==> config.mk <==
export PLATFORM = sky130hd
export DESIGN_NAME = icu_wide
export DESIGN_NICKNAME = d
export VERILOG_FILES = /design/src/rtl/icu_wide.sv
export SDC_FILE = /design/constraint.sdc
export NUM_CORES = 1
export LEC_CHECK = 0
export CAP_MARGIN = 10
export CORE_MARGIN = 8
export CORE_UTILIZATION = 43
export CTS_BUF_LIST = sky130_fd_sc_hd__clkbuf_8
export CTS_CLUSTER_SIZE = 25
export DETAILED_ROUTE_END_ITERATION = 10
export HOLD_SLACK_MARGIN = 0.08
export PLACE_DENSITY = 0.77
export SLEW_MARGIN = 25
export SYNTH_ARGS = -nofsm -noshare
export SYNTH_HDL_FRONTEND = slang
export SYNTH_SLANG_ARGS = --single-unit
==> constraint.sdc <==
create_clock -name clk -period 1.35 [get_ports clk]
set_input_delay 0.2025 -clock clk [delete_from_list [all_inputs] [get_ports clk]]
set_output_delay 0.2025 -clock clk [all_outputs]
set_load 0.02 [all_outputs]
==> src/rtl/icu_wide.sv <==
`default_nettype none
// ============================================================================
//  Module   : icu_wide
//  Purpose  : WIDTH-lane industrial control unit. Executes the 16-opcode
//             control-unit instruction set lane-wise on a result register
//             (RR), with per-lane input- and output-enable masks, and emits
//             one-cycle write / flag / jump / return pulses to the external
//             sequencer. A two-state skip machine discards the instruction
//             following an executed RTN or a successful SKZ.
//  Ports    : clk            system clock, rising edge
//             rst            synchronous reset, active low
//             i_instr        4-bit opcode
//             i_instr_valid  opcode/data consumed on this edge when 1
//             i_data_in      input data bus (WIDTH lanes)
//             o_data_out     store data (held between stores)
//             o_write        per-lane write strobe (one-cycle pulse)
//             o_result       current RR
//             o_ien / o_oen  input- / output-enable masks
//             o_flag0/o_flagf NOP0 / NOPF pulses
//             o_jmp / o_rtn  JMP / RTN pulses
//             o_skipping     a skip is pending
//  Revision : 1.0  initial release
// ============================================================================
module icu_wide #(
    parameter int WIDTH   = 4,
    parameter int SKZ_ALL = 1
) (
    input  logic             clk,
    input  logic             rst,
    input  logic [3:0]       i_instr,
    input  logic             i_instr_valid,
    input  logic [WIDTH-1:0] i_data_in,
    output logic [WIDTH-1:0] o_data_out,
    output logic [WIDTH-1:0] o_write,
    output logic [WIDTH-1:0] o_result,
    output logic [WIDTH-1:0] o_ien,
    output logic [WIDTH-1:0] o_oen,
    output logic             o_flag0,
    output logic             o_flagf,
    output logic             o_jmp,
    output logic             o_rtn,
    output logic             o_skipping
);

    localparam logic [3:0] c_OP_NOP0 = 4'h0;
    localparam logic [3:0] c_OP_LD   = 4'h1;
    localparam logic [3:0] c_OP_LDC  = 4'h2;
    localparam logic [3:0] c_OP_AND  = 4'h3;
    localparam logic [3:0] c_OP_ANDC = 4'h4;
    localparam logic [3:0] c_OP_OR   = 4'h5;
    localparam logic [3:0] c_OP_ORC  = 4'h6;
    localparam logic [3:0] c_OP_XNOR = 4'h7;
    localparam logic [3:0] c_OP_STO  = 4'h8;
    localparam logic [3:0] c_OP_STOC = 4'h9;
    localparam logic [3:0] c_OP_IEN  = 4'hA;
    localparam logic [3:0] c_OP_OEN  = 4'hB;
    localparam logic [3:0] c_OP_JMP  = 4'hC;
    localparam logic [3:0] c_OP_RTN  = 4'hD;
    localparam logic [3:0] c_OP_SKZ  = 4'hE;
    localparam logic [3:0] c_OP_NOPF = 4'hF;

    typedef enum logic [0:0] {
        ST_RUN  = 1'b0,
        ST_SKIP = 1'b1
    } state_t;

    state_t           r_state;
    logic [WIDTH-1:0] r_rr;
    logic [WIDTH-1:0] r_ien;
    logic [WIDTH-1:0] r_oen;
    logic [WIDTH-1:0] r_data_out;
    logic [WIDTH-1:0] r_write;
    logic             r_flag0;
    logic             r_flagf;
    logic             r_jmp;
    logic             r_rtn;

    logic [WIDTH-1:0] w_d;
    logic             w_zero;

    // Effective data is gated by the mask as it stood before this edge.
    assign w_d = i_data_in & r_ien;

    // SKZ zero condition: either the whole register or lane 0 only.
    generate
        if (SKZ_ALL != 0) begin : g_skz_all
            assign w_zero = (r_rr == '0);
        end else begin : g_skz_lane0
            assign w_zero = ~r_rr[0];
        end
    endgenerate

    always_ff @(posedge clk) begin
        if (!rst) begin
            r_state    <= ST_RUN;
            r_rr       <= '0;
            r_ien      <= '0;
            r_oen      <= '0;
            r_data_out <= '0;
            r_write    <= '0;
            r_flag0    <= 1'b0;
            r_flagf    <= 1'b0;
            r_jmp      <= 1'b0;
            r_rtn      <= 1'b0;
        end else begin
            // Pulses last exactly one cycle unless re-asserted below.
            r_write <= '0;
            r_flag0 <= 1'b0;
            r_flagf <= 1'b0;
            r_jmp   <= 1'b0;
            r_rtn   <= 1'b0;
            if (i_instr_valid) begin
                if (r_state == ST_SKIP) begin
                    // Skipped instruction is consumed with no side effects.
                    r_state <= ST_RUN;
                end else begin
                    case (i_instr)
                        c_OP_NOP0: r_flag0 <= 1'b1;
                        c_OP_LD:   r_rr    <= w_d;
                        c_OP_LDC:  r_rr    <= ~w_d;
                        c_OP_AND:  r_rr    <= r_rr & w_d;
                        c_OP_ANDC: r_rr    <= r_rr & ~w_d;
                        c_OP_OR:   r_rr    <= r_rr | w_d;
                        c_OP_ORC:  r_rr    <= r_rr | ~w_d;
                        c_OP_XNOR: r_rr    <= ~(r_rr ^ w_d);
                        c_OP_STO: begin
                            r_data_out <= r_rr;
                            r_write    <= r_oen;
                        end
                        c_OP_STOC: begin
                            r_data_out <= ~r_rr;
                            r_write    <= r_oen;
                        end
                        // Raw bus, so a cleared mask can always be reloaded.
                        c_OP_IEN:  r_ien <= i_data_in;
                        c_OP_OEN:  r_oen <= w_d;
                        c_OP_JMP:  r_jmp <= 1'b1;
                        c_OP_RTN: begin
                            r_rtn   <= 1'b1;
                            r_state <= ST_SKIP;
                        end
                        c_OP_SKZ: begin
                            if (w_zero) begin
                                r_state <= ST_SKIP;
                            end
                        end
                        c_OP_NOPF: r_flagf <= 1'b1;
                        default:   r_flagf <= 1'b0;
                    endcase
                end
            end
        end
    end

    assign o_data_out = r_data_out;
    assign o_write    = r_write;
    assign o_result   = r_rr;
    assign o_ien      = r_ien;
    assign o_oen      = r_oen;
    assign o_flag0    = r_flag0;
    assign o_flagf    = r_flagf;
    assign o_jmp      = r_jmp;
    assign o_rtn      = r_rtn;
    assign o_skipping = (r_state == ST_SKIP);

endmodule
`default_nettype wire

Word level (Yosys, flattened, before mapping)
Cells that the tools add are included.
{"block": "op_classes", "n_addsub": 0, "mul": 0, "n_div": 0, "n_lt_le_gt_ge": 0, "n_eq_ne": 15, "shift": 0, "n_mux": 9, "bitwise_logic": 13, "reduce_logical": 11}
{"operator": "equality test 4 bit (second input constant)", "count": 8}
{"operator": "one-hot mux 4 bit (7 select lines)", "count": 1}
{"operator": "equality test 4 x 3 -> 1 bit (second input constant)", "count": 4}
{"operator": "bitwise AND 4 bit", "count": 3}
{"operator": "NOT 4 bit", "count": 3}
{"operator": "AND reduction 3 bit", "count": 4}
{"operator": "equality test 4 x 2 -> 1 bit (second input constant)", "count": 2}
{"operator": "logical NOT 4 bit", "count": 2}
{"operator": "bitwise OR 4 bit", "count": 2}
{"operator": "one-hot mux 4 bit (2 select lines)", "count": 1}
{"operator": "nonzero test 7 bit", "count": 1}
{"operator": "2-to-1 mux 1 bit", "count": 6}
{"operator": "equality test 4 x 1 -> 1 bit (second input constant)", "count": 1}
{"operator": "NOT 1 bit", "count": 4}
{"operator": "OR reduction 4 bit", "count": 1}
{"operator": "bitwise XOR 4 bit", "count": 1}
{"operator": "OR reduction 3 bit", "count": 1}
{"operator": "one-hot mux 1 bit (2 select lines)", "count": 1}
{"operator": "nonzero test 2 bit", "count": 1}
{"operator": "OR reduction 2 bit", "count": 1}
{"block": "totals", "regBits": 25, "latch_bits": 0, "ramBits": 0, "rom_bits": 0, "inputBits": 11, "n_memories": 0}

Logic depth before layout (Yosys ltp)
Gate-level depths: netlist of the first run.
{"block": "logic_depth", "depth_word": 4, "mapped_depth": 6, "depth_no_buf": 4}

Worst setup path before layout of the first run
OpenSTA, ideal clock, no wires.
{"block": "synth_timing", "path_kind": "register to register", "start": "register r_state, in the netlist o_skipping", "end": "register r_oen[0], in the netlist o_oen[0]", "setup_time_ps": 70, "arrival_time_ps": 1394, "required_ps": 1280, "slack_ps": -114, "path_stages_with_launch": 6, "path_cell_list": "dfxtp_1 -> nand3b_2 -> or3_1 -> buf_2 -> or2_0 -> a21boi_1"}
{"block": "synth_between", "elab_chain_cells": 2}
{"element": "start: declaration", "line": "67", "source": "state_t r_state;"}
{"element": "start signal: assignment", "line": "95", "source": "r_state <= ST_RUN;"}
{"element": "start signal: assignment", "line": "115", "source": "r_state <= ST_RUN;"}
{"element": "start signal: assignment", "line": "140", "source": "r_state <= ST_SKIP;"}
{"element": "NOT 1 bit (no line)"}
{"element": "AND reduction 3 bit (no line)"}
{"element": "end signal: assignment", "line": "136", "source": "c_OP_OEN: r_oen <= w_d;"}
{"element": "end: declaration", "line": "70", "source": "logic [WIDTH-1:0] r_oen;"}
No other way between the ends.
A chain may end at the register's enable or synchronous reset.

Worst setup path after layout of the first run
{"block": "layout_timing", "start": "register r_state, in the netlist o_skipping", "end": "register r_ien[0], in the netlist o_ien[0]"}
{"block": "layout_between", "elab_chain_cells": 2}
{"element": "NOT 1 bit (no line)"}
{"element": "AND reduction 3 bit (no line)"}
{"element": "end signal: assignment", "line": "135", "source": "c_OP_IEN: r_ien <= i_data_in;"}
{"element": "end: declaration", "line": "69", "source": "logic [WIDTH-1:0] r_ien;"}
No other way between the ends.

==> impl_metrics.yaml, run 1 <==
run_status:
  status: "finished, final reports clean"
logic_synthesis:
  synth_xor_area_share_pct: 2.88
  synth.mux.area_fraction_pct: 4.12
  syn-cell-area_sq_um: 1220
  netlist_instances: 138
  synth-edff-count: 0
  synthSimpleGateAreaFrac_pct: 29.3
  synth_most_common_cell: "dfxtp_1"
  synth_fa_ha_area_share_pct: 0
  synth_cell_type_count: 37
  synth-seq-cells: 25
  yosys_most_used_dff: "dfxtp_1"
  synth_nets: 149
  synth-compound-area-share_pct: 18.1
  yosysSeqAreaShare_pct: 41.2
  avgSynthCellArea_sq_um: 8.81
  synthTopCellsByArea: "dfxtp_1 (41%), nand2_1 (4.9%), mux2i_1 (4.1%), nor2b_1 (3.6%), o211a_1 (3.3%)"
  synth_top_area_share_pct: 41.2
  ys_warn_count: 0
  async_flop_share_pct: 0
  synth_area_leader_cell: "dfxtp_1"
  synth_top_family_by_area: "simple AND/OR/NAND/NOR gates"
  synth.cells.most_frequent: "dfxtp_1 (25), nand2_1 (16), nor2b_1 (7)"
clock_network:
  cts_tree: "yes"
  numCtsBuffers: 3
  clk_pin_slew_ns: 0.08
  root_buffer: "clkbuf_8"
  clk_path_buf_depth: 2
  cts_sinks: 25
  cts_htree_levels: 1
  clk-insertion-delay-late_ns: 0.26
timing:
  whs_ns: 0.228
  slew_violations: 0
  fmax_mhz: 776
  min_period_ns: 1.29
  rsz0062_at_grt: "no"
  setup_viol: 0
  slew_headroom_pct: 73.7
  period_share_pct: 95.4
  fin_worst_skew_ns: 0.00260
  hold_viol: 0
  tightest_slew_ns: 0.391
finish:
  n_fill_cell: 233
  n_antenna_cell: 0
  final_cells: 227
  area_growth_pct: 50.8
  drive_above_1_share_pct: 21.4
  nets: 208
  post-route-util_pct: 67.1
global_routing:
  grt_max_degree: 15
  grt_use_total_pct: 14.5
  antenna_found_initial: 0
  grt_pass1_wl_mm: 5.93
  overflow: 0
  grt_pass1_vias: 1232
setup_path:
  cp-end-kind: "register"
  critPathRequiredTime_ns: 1.51
  start_kind: "register"
  path_class: "reg -> reg"
  crit_arrival_ns: 1.45
  critPathMaxFanout: 4
floorplan:
  die_x_microns: 69.2
  chipHeight_microns: 69.2
  core_area_sq_um: 2730
  row_count: 19
  die_area_sq_um: 4790
  ioPinCount: 36
  start_util_pct: 44.5
placed_design:
  dp.cells: 223
  port_buffers: 35
  finalWeightedCongestion: 0.821
  hpwl_mm: 2.75
power_and_ir_drop:
  power_density_nw_per_um2: 798
  ir_drop_mv: 0.616
  p_leak_nw: 0.907
detailed_routing:
  firstDrtPassIters: 4
  via_count: 1240
  wire_per_inst_microns: 15.5
  drt-initial-drc-count: 63
  vias_per_cell: 5.46
  drc: 0
  postRouteAntennaNets: 0
  postRouteWirelength_mm: 3.52
flow_run:
  maxCapViolations: 0
min_path:
  worstHoldPathType: "in -> reg"
## layout by cell type, fill, tap and decap left out, types with 3 or more instances in the layout
cell / synthesis / final
dlygate4sd2_1: 0 / 29
or2_0: 4 / 3
nor3b_1: 4 / 4
nor2b_1: 7 / 7
a21boi_1: 4 / 3
o22ai_1: 3 / 3
buf_4: 1 / 29
clkdlybuf4s50_1: 0 / 5
dfxtp_1: 25 / 24
or3_1: 4 / 3
a31oi_1: 3 / 3
a211o_1: 3 / 3
and3_1: 4 / 4
o211ai_1: 3 / 3
nand2_1: 16 / 16
o211a_1: 4 / 4
o21ai_0: 3 / 3
clkbuf_8: 0 / 3
nand3b_1: 3 / 3
a21oi_1: 6 / 6
xnor2_1: 4 / 4
mux2i_1: 5 / 5
## power by group
part	switching [mW]	internal [mW]
sequential	0.0100	0.750
combinational	0.140	0.140
clock	0.221	0.203
total	0.371	1.09
## state kept, by name, summed over array words and instances (netlist names)
register	cells
o_data_out	4
o_flag0	1
o_flagf	1
o_ien	4
o_jmp	1
o_oen	4
o_result	4
o_rtn	1
o_skipping	1
o_write	4
## worst paths after layout
check,startpoint,endpoint,slack (ns),cells after the start
worst max-delay path,o_skipping$_SDFFE_PN0P_,o_ien[0]$_SDFFE_PN0P_,0.06,4
worst min register to register,o_oen[0]$_SDFFE_PN0P_,o_oen[0]$_SDFFE_PN0P_,0.48,2
worst min-delay path,i_instr[1],o_rtn$_SDFF_PP0_,0.23,2
worst max register to register,o_skipping$_SDFFE_PN0P_,o_ien[0]$_SDFFE_PN0P_,0.06,4
## layer usage
layer / vias up / global-route usage (%) / routed length [microns]
li1: 610 / - / -
met1: 581 / 16.3 / 1500
met2: 40 / 25.1 / 1710
met3: 9 / 4.01 / 229
met4: 0 / 5.24 / 80
met5: - / 0 / 0
## layout make-up
| type | count | area [sq um] | area share (%) |
|---|---|---|---|
| clock buffers | 3 | 41.3 | 2.25 |
| clock inverters | 1 | 3.75 | 0.205 |
| inverters | 1 | 3.75 | 0.205 |
| well taps | 31 | 38.8 | 2.11 |
| repair buffers | 65 | 547 | 29.8 |
| multi-input cells | 101 | 696 | 37.9 |
| flip-flops and latches | 25 | 504 | 27.5 |
## metrics by stage
| stage | setup WS (ns) | power, mW | cell area, sq um | setup TNS [ns] |
|---|---|---|---|---|
| 2_1_floorplan | -0.0356 | 0.912 | 1230 | -0.124 |
| 6_report | 0.0618 | 1.46 | 1830 | 0 |
| 4_1_cts | 0.0551 | 1.47 | 1830 | 0 |
| 3_5_place_dp | -0.523 | 1.06 | 1810 | -9.36 |
| 3_3_place_gp | -0.478 | 1.06 | 1810 | -8.75 |
| 5_1_grt | 0.00324 | 1.54 | 1830 | 0 |
## critical path, stage by stage (launching register included)
cell      delay [ns]
dfxtp_4         0.34
nand3b_4        0.16
or3b_4          0.42
mux2i_1         0.19
nor2b_1         0.07
## kinds of logic (layout without fill, tap and decap cells)
group,Yosys count,in the layout
AOI/OAI and AO/OA,31,31
and+or+nand+nor,61,61
muxes,5,5
buffers and inverters,12,70
xor gates and xnor gates,4,4
DFF,25,25
## what timing repair did
action	4_1_cts	5_1_grt
pin swaps	1	2
gates cloned	0	0
endpoints found under the setup margin	46	9
setup buffers	0	0
resized for setup	33	6
hold buffers	0	0
Note: power is estimated with default switching activity, not from simulation.
==> inputs of run 2 (changes only) <==
Settings changed: HOLD_SLACK_MARGIN 0.08 to not set.
==> results of run 2 <==
Same layout as run 1: the final DEF is identical, and so are final timing and power.
